--- src/rtl/alu_mul_seq_if.sv ---
// Bus bundle between the execute stage, the multiply sequencer and the shared
// ALU. The master side is the pipeline plus the ALU instance; the slave side
// is the sequencer that sits between them.
interface alu_mul_seq_if #(
  parameter int WIDTH = 32
);
  // Multiply request / result
  logic             start;
  logic [WIDTH-1:0] op_a;
  logic [WIDTH-1:0] op_b;
  logic             busy;
  logic             done;
  logic [WIDTH-1:0] hi;
  logic [WIDTH-1:0] lo;

  // Pipeline ALU operands and control
  logic [WIDTH-1:0] cpu_a;
  logic [WIDTH-1:0] cpu_b;
  logic [4:0]       cpu_ctr;

  // Drive into and result from the shared ALU
  logic [WIDTH-1:0] alu_a;
  logic [WIDTH-1:0] alu_b;
  logic [4:0]       alu_ctr;
  logic [WIDTH-1:0] alu_y;
  logic             alu_ovflow;

  modport master (
    output start, op_a, op_b, cpu_a, cpu_b, cpu_ctr, alu_y, alu_ovflow,
    input  busy, done, hi, lo, alu_a, alu_b, alu_ctr
  );

  modport slave (
    input  start, op_a, op_b, cpu_a, cpu_b, cpu_ctr, alu_y, alu_ovflow,
    output busy, done, hi, lo, alu_a, alu_b, alu_ctr
  );
endinterface

--- src/rtl/alu_mul_seq.sv ---
// Unsigned WIDTH x WIDTH -> 2*WIDTH shift-add multiplier that borrows the
// shared ALU for one add per step. Outside a multiply the ALU inputs are a
// straight mux from the pipeline operands; during RUN the sequencer owns the
// ALU and holds busy so the pipeline stalls.
module alu_mul_seq #(
  parameter int         WIDTH   = 32,
  parameter logic [4:0] CTR_ADD = 5'b00000
) (
  input logic          clk,
  input logic          rst,
  alu_mul_seq_if.slave bus
);

  localparam int            CW   = $clog2(WIDTH);
  localparam logic [CW-1:0] LAST = CW'(WIDTH - 1);

  typedef enum logic [1:0] {
    IDLE = 2'd0,
    RUN  = 2'd1,
    DONE = 2'd2
  } state_t;

  state_t           state;
  logic [WIDTH-1:0] mcand;
  logic [WIDTH-1:0] hi_q;
  logic [WIDTH-1:0] lo_q;
  logic [CW-1:0]    count;
  logic             busy_q;
  logic             done_q;

  // Sequencer FSM: captures operands, runs WIDTH shift-add steps, pulses done.
  // NOTE: every register here uses <= so all of them update from the same
  // pre-edge values; a blocking = would let later lines see already-updated
  // hi/lo within the same step.
  always_ff @(posedge clk) begin
    if (rst) begin
      state  <= IDLE;
      mcand  <= '0;
      hi_q   <= '0;
      lo_q   <= '0;
      count  <= '0;
      busy_q <= 1'b0;
      done_q <= 1'b0;
    end else begin
      unique case (state)
        IDLE: begin
          if (bus.start) begin
            mcand  <= bus.op_a;
            hi_q   <= '0;
            lo_q   <= bus.op_b;
            count  <= '0;
            busy_q <= 1'b1;
            state  <= RUN;
          end
        end
        RUN: begin
          // The ALU sum is WIDTH+1 bits wide (carry in alu_ovflow); the
          // whole {carry, sum, lo} register shifts right by one each step.
          hi_q  <= {bus.alu_ovflow, bus.alu_y[WIDTH-1:1]};
          lo_q  <= {bus.alu_y[0], lo_q[WIDTH-1:1]};
          count <= count + 1'b1;
          if (count == LAST) begin
            done_q <= 1'b1;
            state  <= DONE;
          end
        end
        DONE: begin
          done_q <= 1'b0;
          busy_q <= 1'b0;
          state  <= IDLE;
        end
        default: begin
          busy_q <= 1'b0;
          done_q <= 1'b0;
          state  <= IDLE;
        end
      endcase
    end
  end

  // ALU drive: pass-through except during RUN, where the partial product
  // high word plus (multiplier LSB ? multiplicand : 0) is added.
  // NOTE: every output gets a default first so no path leaves one unassigned,
  // which would otherwise infer a latch.
  always_comb begin
    bus.alu_a   = bus.cpu_a;
    bus.alu_b   = bus.cpu_b;
    bus.alu_ctr = bus.cpu_ctr;
    if (state == RUN) begin
      bus.alu_a   = hi_q;
      bus.alu_b   = lo_q[0] ? mcand : '0;
      bus.alu_ctr = CTR_ADD;
    end
  end

  assign bus.busy = busy_q;
  assign bus.done = done_q;
  assign bus.hi   = hi_q;
  assign bus.lo   = lo_q;

endmodule
--- src/flat_wrapper.sv ---
// flat-port wrapper written by rule: the top's interface ports become plain ports
module alu_mul_seq_flat 
#(
  parameter int         WIDTH   = 32,
  parameter logic [4:0] CTR_ADD = 5'b00000
)
  (clk, rst, bus_start, bus_op_a, bus_op_b, bus_cpu_a, bus_cpu_b, bus_cpu_ctr, bus_alu_y, bus_alu_ovflow, bus_busy, bus_done, bus_hi, bus_lo, bus_alu_a, bus_alu_b, bus_alu_ctr);
  alu_mul_seq_if #(.WIDTH(WIDTH)) bus_i ();
  input logic clk;
  input logic rst;
  input wire logic [$bits(bus_i.start)-1:0] bus_start;
  input wire logic [$bits(bus_i.op_a)-1:0] bus_op_a;
  input wire logic [$bits(bus_i.op_b)-1:0] bus_op_b;
  input wire logic [$bits(bus_i.cpu_a)-1:0] bus_cpu_a;
  input wire logic [$bits(bus_i.cpu_b)-1:0] bus_cpu_b;
  input wire logic [$bits(bus_i.cpu_ctr)-1:0] bus_cpu_ctr;
  input wire logic [$bits(bus_i.alu_y)-1:0] bus_alu_y;
  input wire logic [$bits(bus_i.alu_ovflow)-1:0] bus_alu_ovflow;
  output wire logic [$bits(bus_i.busy)-1:0] bus_busy;
  output wire logic [$bits(bus_i.done)-1:0] bus_done;
  output wire logic [$bits(bus_i.hi)-1:0] bus_hi;
  output wire logic [$bits(bus_i.lo)-1:0] bus_lo;
  output wire logic [$bits(bus_i.alu_a)-1:0] bus_alu_a;
  output wire logic [$bits(bus_i.alu_b)-1:0] bus_alu_b;
  output wire logic [$bits(bus_i.alu_ctr)-1:0] bus_alu_ctr;
  assign bus_i.start = bus_start;
  assign bus_i.op_a = bus_op_a;
  assign bus_i.op_b = bus_op_b;
  assign bus_i.cpu_a = bus_cpu_a;
  assign bus_i.cpu_b = bus_cpu_b;
  assign bus_i.cpu_ctr = bus_cpu_ctr;
  assign bus_i.alu_y = bus_alu_y;
  assign bus_i.alu_ovflow = bus_alu_ovflow;
  assign bus_busy = bus_i.busy;
  assign bus_done = bus_i.done;
  assign bus_hi = bus_i.hi;
  assign bus_lo = bus_i.lo;
  assign bus_alu_a = bus_i.alu_a;
  assign bus_alu_b = bus_i.alu_b;
  assign bus_alu_ctr = bus_i.alu_ctr;
  alu_mul_seq #(.WIDTH(WIDTH), .CTR_ADD(CTR_ADD)) u_core (.clk(clk), .rst(rst), .bus(bus_i));
endmodule
--- config.mk ---
export PLATFORM = sky130hd
export DESIGN_NAME = alu_mul_seq_flat
export DESIGN_NICKNAME = d
export VERILOG_FILES = /design/src/rtl/alu_mul_seq_if.sv /design/src/rtl/alu_mul_seq.sv /design/src/flat_wrapper.sv
export SDC_FILE = /design/constraint.sdc
export NUM_CORES = 1
export LEC_CHECK = 0
export CORE_AREA = 2 2 117 119
export DETAILED_ROUTE_END_ITERATION = 10
export DIE_AREA = 0 0 119 121
export DONT_BUFFER_PORTS = 1
export GPL_ROUTABILITY_DRIVEN = 0
export GPL_TIMING_DRIVEN = 0
export PLACE_DENSITY_LB_ADDON = 0.25
export REMOVE_ABC_BUFFERS = 1
export SLEW_MARGIN = 25
export SYNTH_ARGS = -nofsm -noshare
export SYNTH_HDL_FRONTEND = slang
export SYNTH_SLANG_ARGS = --single-unit
--- constraint.sdc ---
create_clock -name clk -period 1.4 [get_ports clk]
set_input_delay 0.14 -clock clk [delete_from_list [all_inputs] [get_ports clk]]
set_output_delay 0.14 -clock clk [all_outputs]
set_load 0.1 [all_outputs]
[Word-level counts from Yosys, hierarchy flattened]
Index checks and enable logic that the tools add are counted.
Operators by class
  bitwise gates (word level): 2
  equal/unequal tests: 4
  reduce and logical (&&, ||, !) cells: 7
  mux-type cells: 17
  add/sub/neg operators: 1
Operators by type and width (number)
  $mux W32: 5
  $pmux W32 S2: 2
  $mux W5: 2
  $pmux W5 S2: 1
  $reduce_and A2 Y1: 5
  $add A5 B1 Y5 const B: 1
  $eq A5 B5 Y1 const B: 1
  $mux W2: 2
  $pmux W1 S2: 2
  $pmux W2 S2: 1
  $eq A2 B1 Y1 const B: 1
  $logic_not A2 Y1: 1
  $mux W1: 2
  $ne A2 B1 Y1 const B: 1
  $ne A2 B2 Y1 const B: 1
  $not A1 Y1: 2
  $reduce_bool A2 Y1: 1
Storage, ports and cells
  output and inout bits: 135
  word-level logic and storage cells: 38
  register bits: 105
  input bits: 169

[Longest topological paths before layout]
  word-level depth: 3
  gate-level depth with buffers: 6
  depth with buffers taken out: 5

[Least setup slack after synthesis]
Ideal clock, no wire load.
  path type: register to output
  from: register u_core.lo_q[0] (netlist: u_core.bus.lo[0])
  to: output port bus_alu_b[10]
  stages on the path, launching flop included: 5
  buffers on the path: 2
  data arrival time: 2.231 ns
  slack: -0.971 ns
  cell sequence: dfxtp_1 clkbuf_1 buf_1 nand3_1 nand2_1
Between the ends
  longest elaborated chain between the ends: 2
Ends and longest elaborated chain
  from (decl): line alu_mul_seq.sv:26  | logic [WIDTH-1:0] lo_q;
  from (signal assigned): line alu_mul_seq.sv:50  | lo_q <= bus.op_b;
  from (signal assigned): line alu_mul_seq.sv:60  | lo_q <= {bus.alu_y[0], lo_q[WIDTH-1:1]};
  $mux W32: line alu_mul_seq.sv:91  | bus.alu_b = lo_q[0] ? mcand : '0;
  $mux W32: line alu_mul_seq.sv:89  | if (state == RUN) begin
  to (decl): line flat_wrapper.sv:24  | output wire logic [$bits(bus_i.alu_b)-1:0] bus_alu_b;
No other way between the ends.

[Worst setup path after layout]
  from: register u_core.state[0]
  to: output port bus_alu_b[12]
Between the ends
  longest elaborated chain between the ends: 2
Ends and longest elaborated chain
  from (decl): line alu_mul_seq.sv:23  | state_t state;
  from (signal assigned): line alu_mul_seq.sv:37  | state <= IDLE;
  from (signal assigned): line alu_mul_seq.sv:53  | state <= RUN;
  from (signal assigned): line alu_mul_seq.sv:64  | state <= DONE;
  $eq A2 B1 Y1: line alu_mul_seq.sv:89
  $mux W32: line alu_mul_seq.sv:89
No other way between the ends.

==> results.yml <==
clock_tree:
  worstSkewPairLatency_ns: 0.34
  cts.sinks: 105
  numCtsBuffers: 9
  tritoncts: "done"
  cts_root_buf: "clkbuf_16"
  htreeDepth: 3
  cts_buffer_depth: 2
  clk_pin_slew_ns: 0.07
sta:
  skew_ns: 0.00702
  period_minus_slack_ns: 1.79
  fin_tns_setup_ns: -33.16
  worst_slack_ns: -0.389
  rsz0062_at_grt: "true"
  slew_violations: 0
  hold_violations: 105
  whs_ns: -0.146
  fmaxAchievable_mhz: 559
  setup_viol: 156
  max_slew.worst_pin.slew_ns: 0.664
  max_slew_margin: 0.557
  finalCritPeriodShare: 1.28
layout:
  final_cells: 935
  antenna_cells: 0
  fillers: 914
  fin_area_um2: 8770
  final_layout_size_suffix_gt1_frac: 0.522
  utilization: 0.670
  layout.nets: 925
  final_common_cell: "nand2_1"
  syn2layout_area_growth_pct: 79.9
  final_cell_mix: "nand2_1 (161), nand2_8 (69), nand2_2 (67)"
grt:
  grt_overflow: 0
  gr-usage-met2: 0.481
  grt_busiest_layer: "met2"
  use_met3: 0.0841
  grt_usage: 0.264
  grt_pass1_vias: 5253
  grt_use_met1: 0.278
  antenna_found_initial: 0
  grt_max_degree: 106
  grt_pass1_wl_um: 29400
route:
  ant_nets: 0
  wl_um: 23500
  drtIter0Drc: 433
  routed_via_density: 6.08
  vias: 5681
  drtPass1Iterations: 5
  wire_per_inst_um: 25.2
  drc: 0
logic_synthesis:
  synth_area_leaders: "dfxtp_1 (43%), nand2_1 (25%), a21oi_1 (7.1%)"
  syn_inst: 718
  async_reset_ff_frac: 0
  synth_area_um2: 4880
  synth_edf_count: 0
  ys_types: 26
  yosys_warnings: 0
  synth_top_area_cell: "dfxtp_1"
  synthFlopType: "dfxtp_1"
  synth_seq_cells: 105
  postSynthAreaPerCell_um2: 6.79
  synth_seq_area_share: 0.431
  synth_top_area_frac: 0.431
hold_path:
  timing.hold.worst_path_depth: 1
  hp-start: "rst"
  hold_class: "in -> reg"
  min_to: "u_core.bus.lo[27]$_SDFFE_PP0P_"
critical_path:
  r2r_cells: 6
  path_max_fanout: 11
  r2r_slack_ns: -0.27
  cp_slowest_stage_delay_ns: 0.35
  path_cells: "buf_6 -> nand2b_4 -> buf_12 -> buf_16 -> nand2_2 -> nand2_8"
  required_ns: 1.26
  cp-start-kind: "register"
  worst_setup_path_end_kind: "output port"
  setup.worst_path.class: "reg -> out"
  reg2reg_to: "u_core.mcand[12]$_SDFFE_PP0P_"
  timing.rr.start: "u_core.state[0]$_SDFFE_PP0P_"
  arrival_ns: 1.65
  critPathSlowestCell: "dfxtp_4"
power_and_ir_drop:
  design_power_total_mw: 10.8
  p_leak_nw: 3.41
  powerDensity_nw_per_um2: 1240
  peakVddDrop_v: 0.000734
die:
  fp.dieH_um: 121
  rows: 42
  dieArea_um2: 14400
  pin_count: 304
  chipWidth_um: 119
  coreArea_um2: 13100
  initial_core_util: 0.373
outcome:
  violations: "negative hold slack, negative setup slack"
  run_status: "finished, violations left"
placement:
  placed_area_um2: 5020
  place_ws_ns: -1.19
  io_buffers: 0
  dpl.hpwl_um: 9890
  dp.cells: 839
run:
  drv_cap: 0
==> where the power goes <==
part / leakage [nW] / switching (mW) / internal (mW)
clock: 0.153 / 1.14 / 1.49
sequential: 0.889 / 1.23 / 3.21
combinational: 2.37 / 2.56 / 1.20
total: 3.41 / 4.94 / 5.90
==> worst max-delay path, delay by kind of cell (launching register included) <==
family | cells | cell delay, ns
buf+inv | 3 | 0.44
flops | 1 | 0.35
simple gates | 3 | 0.50
==> repair_timing <==
action,in CTS,in global routing
hold endpoints to repair,105,105
pin swaps,64,74
endpoints found under the setup margin,233,163
setup buffers,23,22
resized for setup,399,130
gates cloned,17,19
==> state kept, by name, indices dropped and copies added, names as in the netlist <==
register         cells
u_core.bus.done      1
u_core.bus.hi       32
u_core.state         2
u_core.mcand        32
u_core.bus.busy      1
u_core.count         5
u_core.bus.lo       32
==> cell families (layout without fill, tap and decap cells) <==
kind of cell    after synthesis  after routing  share of synthesized area
compound gates              106            109                      0.137
fa+ha+maj                     2              2                    0.00513
buf+inv                      65            101                     0.0613
flops                       105            105                      0.431
simple gates                440            442                      0.366
==> cell usage after synthesis (2+ instances only) <==
library cell	instances
a21oi_1	69
a311oi_1	32
and2_1	5
buf_1	4
buf_2	23
buf_4	7
clkbuf_1	30
dfxtp_1	105
ha_1	2
nand2_1	322
nand2b_1	2
nand3_1	68
nor2_1	34
nor3_1	3
==> per-layer routing <==
layer | wire [µm] | vias to the layer above | part of all wire
met5 | 0 | - | 0
met4 | 1240 | 0 | 0.053
met3 | 2310 | 89 | 0.098
met2 | 12300 | 411 | 0.52
met1 | 7710 | 2721 | 0.33
li1 | - | 2460 | -
==> layout make-up <==
class | instances | area [µm²] | area share
flip-flops and latches | 105 | 2190 | 0.250
multi-input cells | 553 | 4520 | 0.515
inverters | 1 | 3.75 | 0.000428
clock buffers | 12 | 256 | 0.0292
well taps | 176 | 220 | 0.0251
clock inverters | 4 | 48.8 | 0.00556
repair buffers | 84 | 1530 | 0.175
==> worst max path at each step <==
stage / startpoint / endpoint / cells past startpoint
after detailed placement: u_core.state[0]$_SDFFE_PP0P_ / bus_alu_b[22] / 5
after floorplan: u_core.state[0]$_SDFFE_PP0P_ / bus_alu_b[0] / 3
after global routing: u_core.state[0]$_SDFFE_PP0P_ / bus_alu_b[12] / 6
after CTS: u_core.state[0]$_SDFFE_PP0P_ / bus_alu_b[13] / 6
final: u_core.state[0]$_SDFFE_PP0P_ / bus_alu_b[12] / 6
after global placement: u_core.state[0]$_SDFFE_PP0P_ / bus_alu_b[22] / 3
Power figures use the tool's default switching activity.
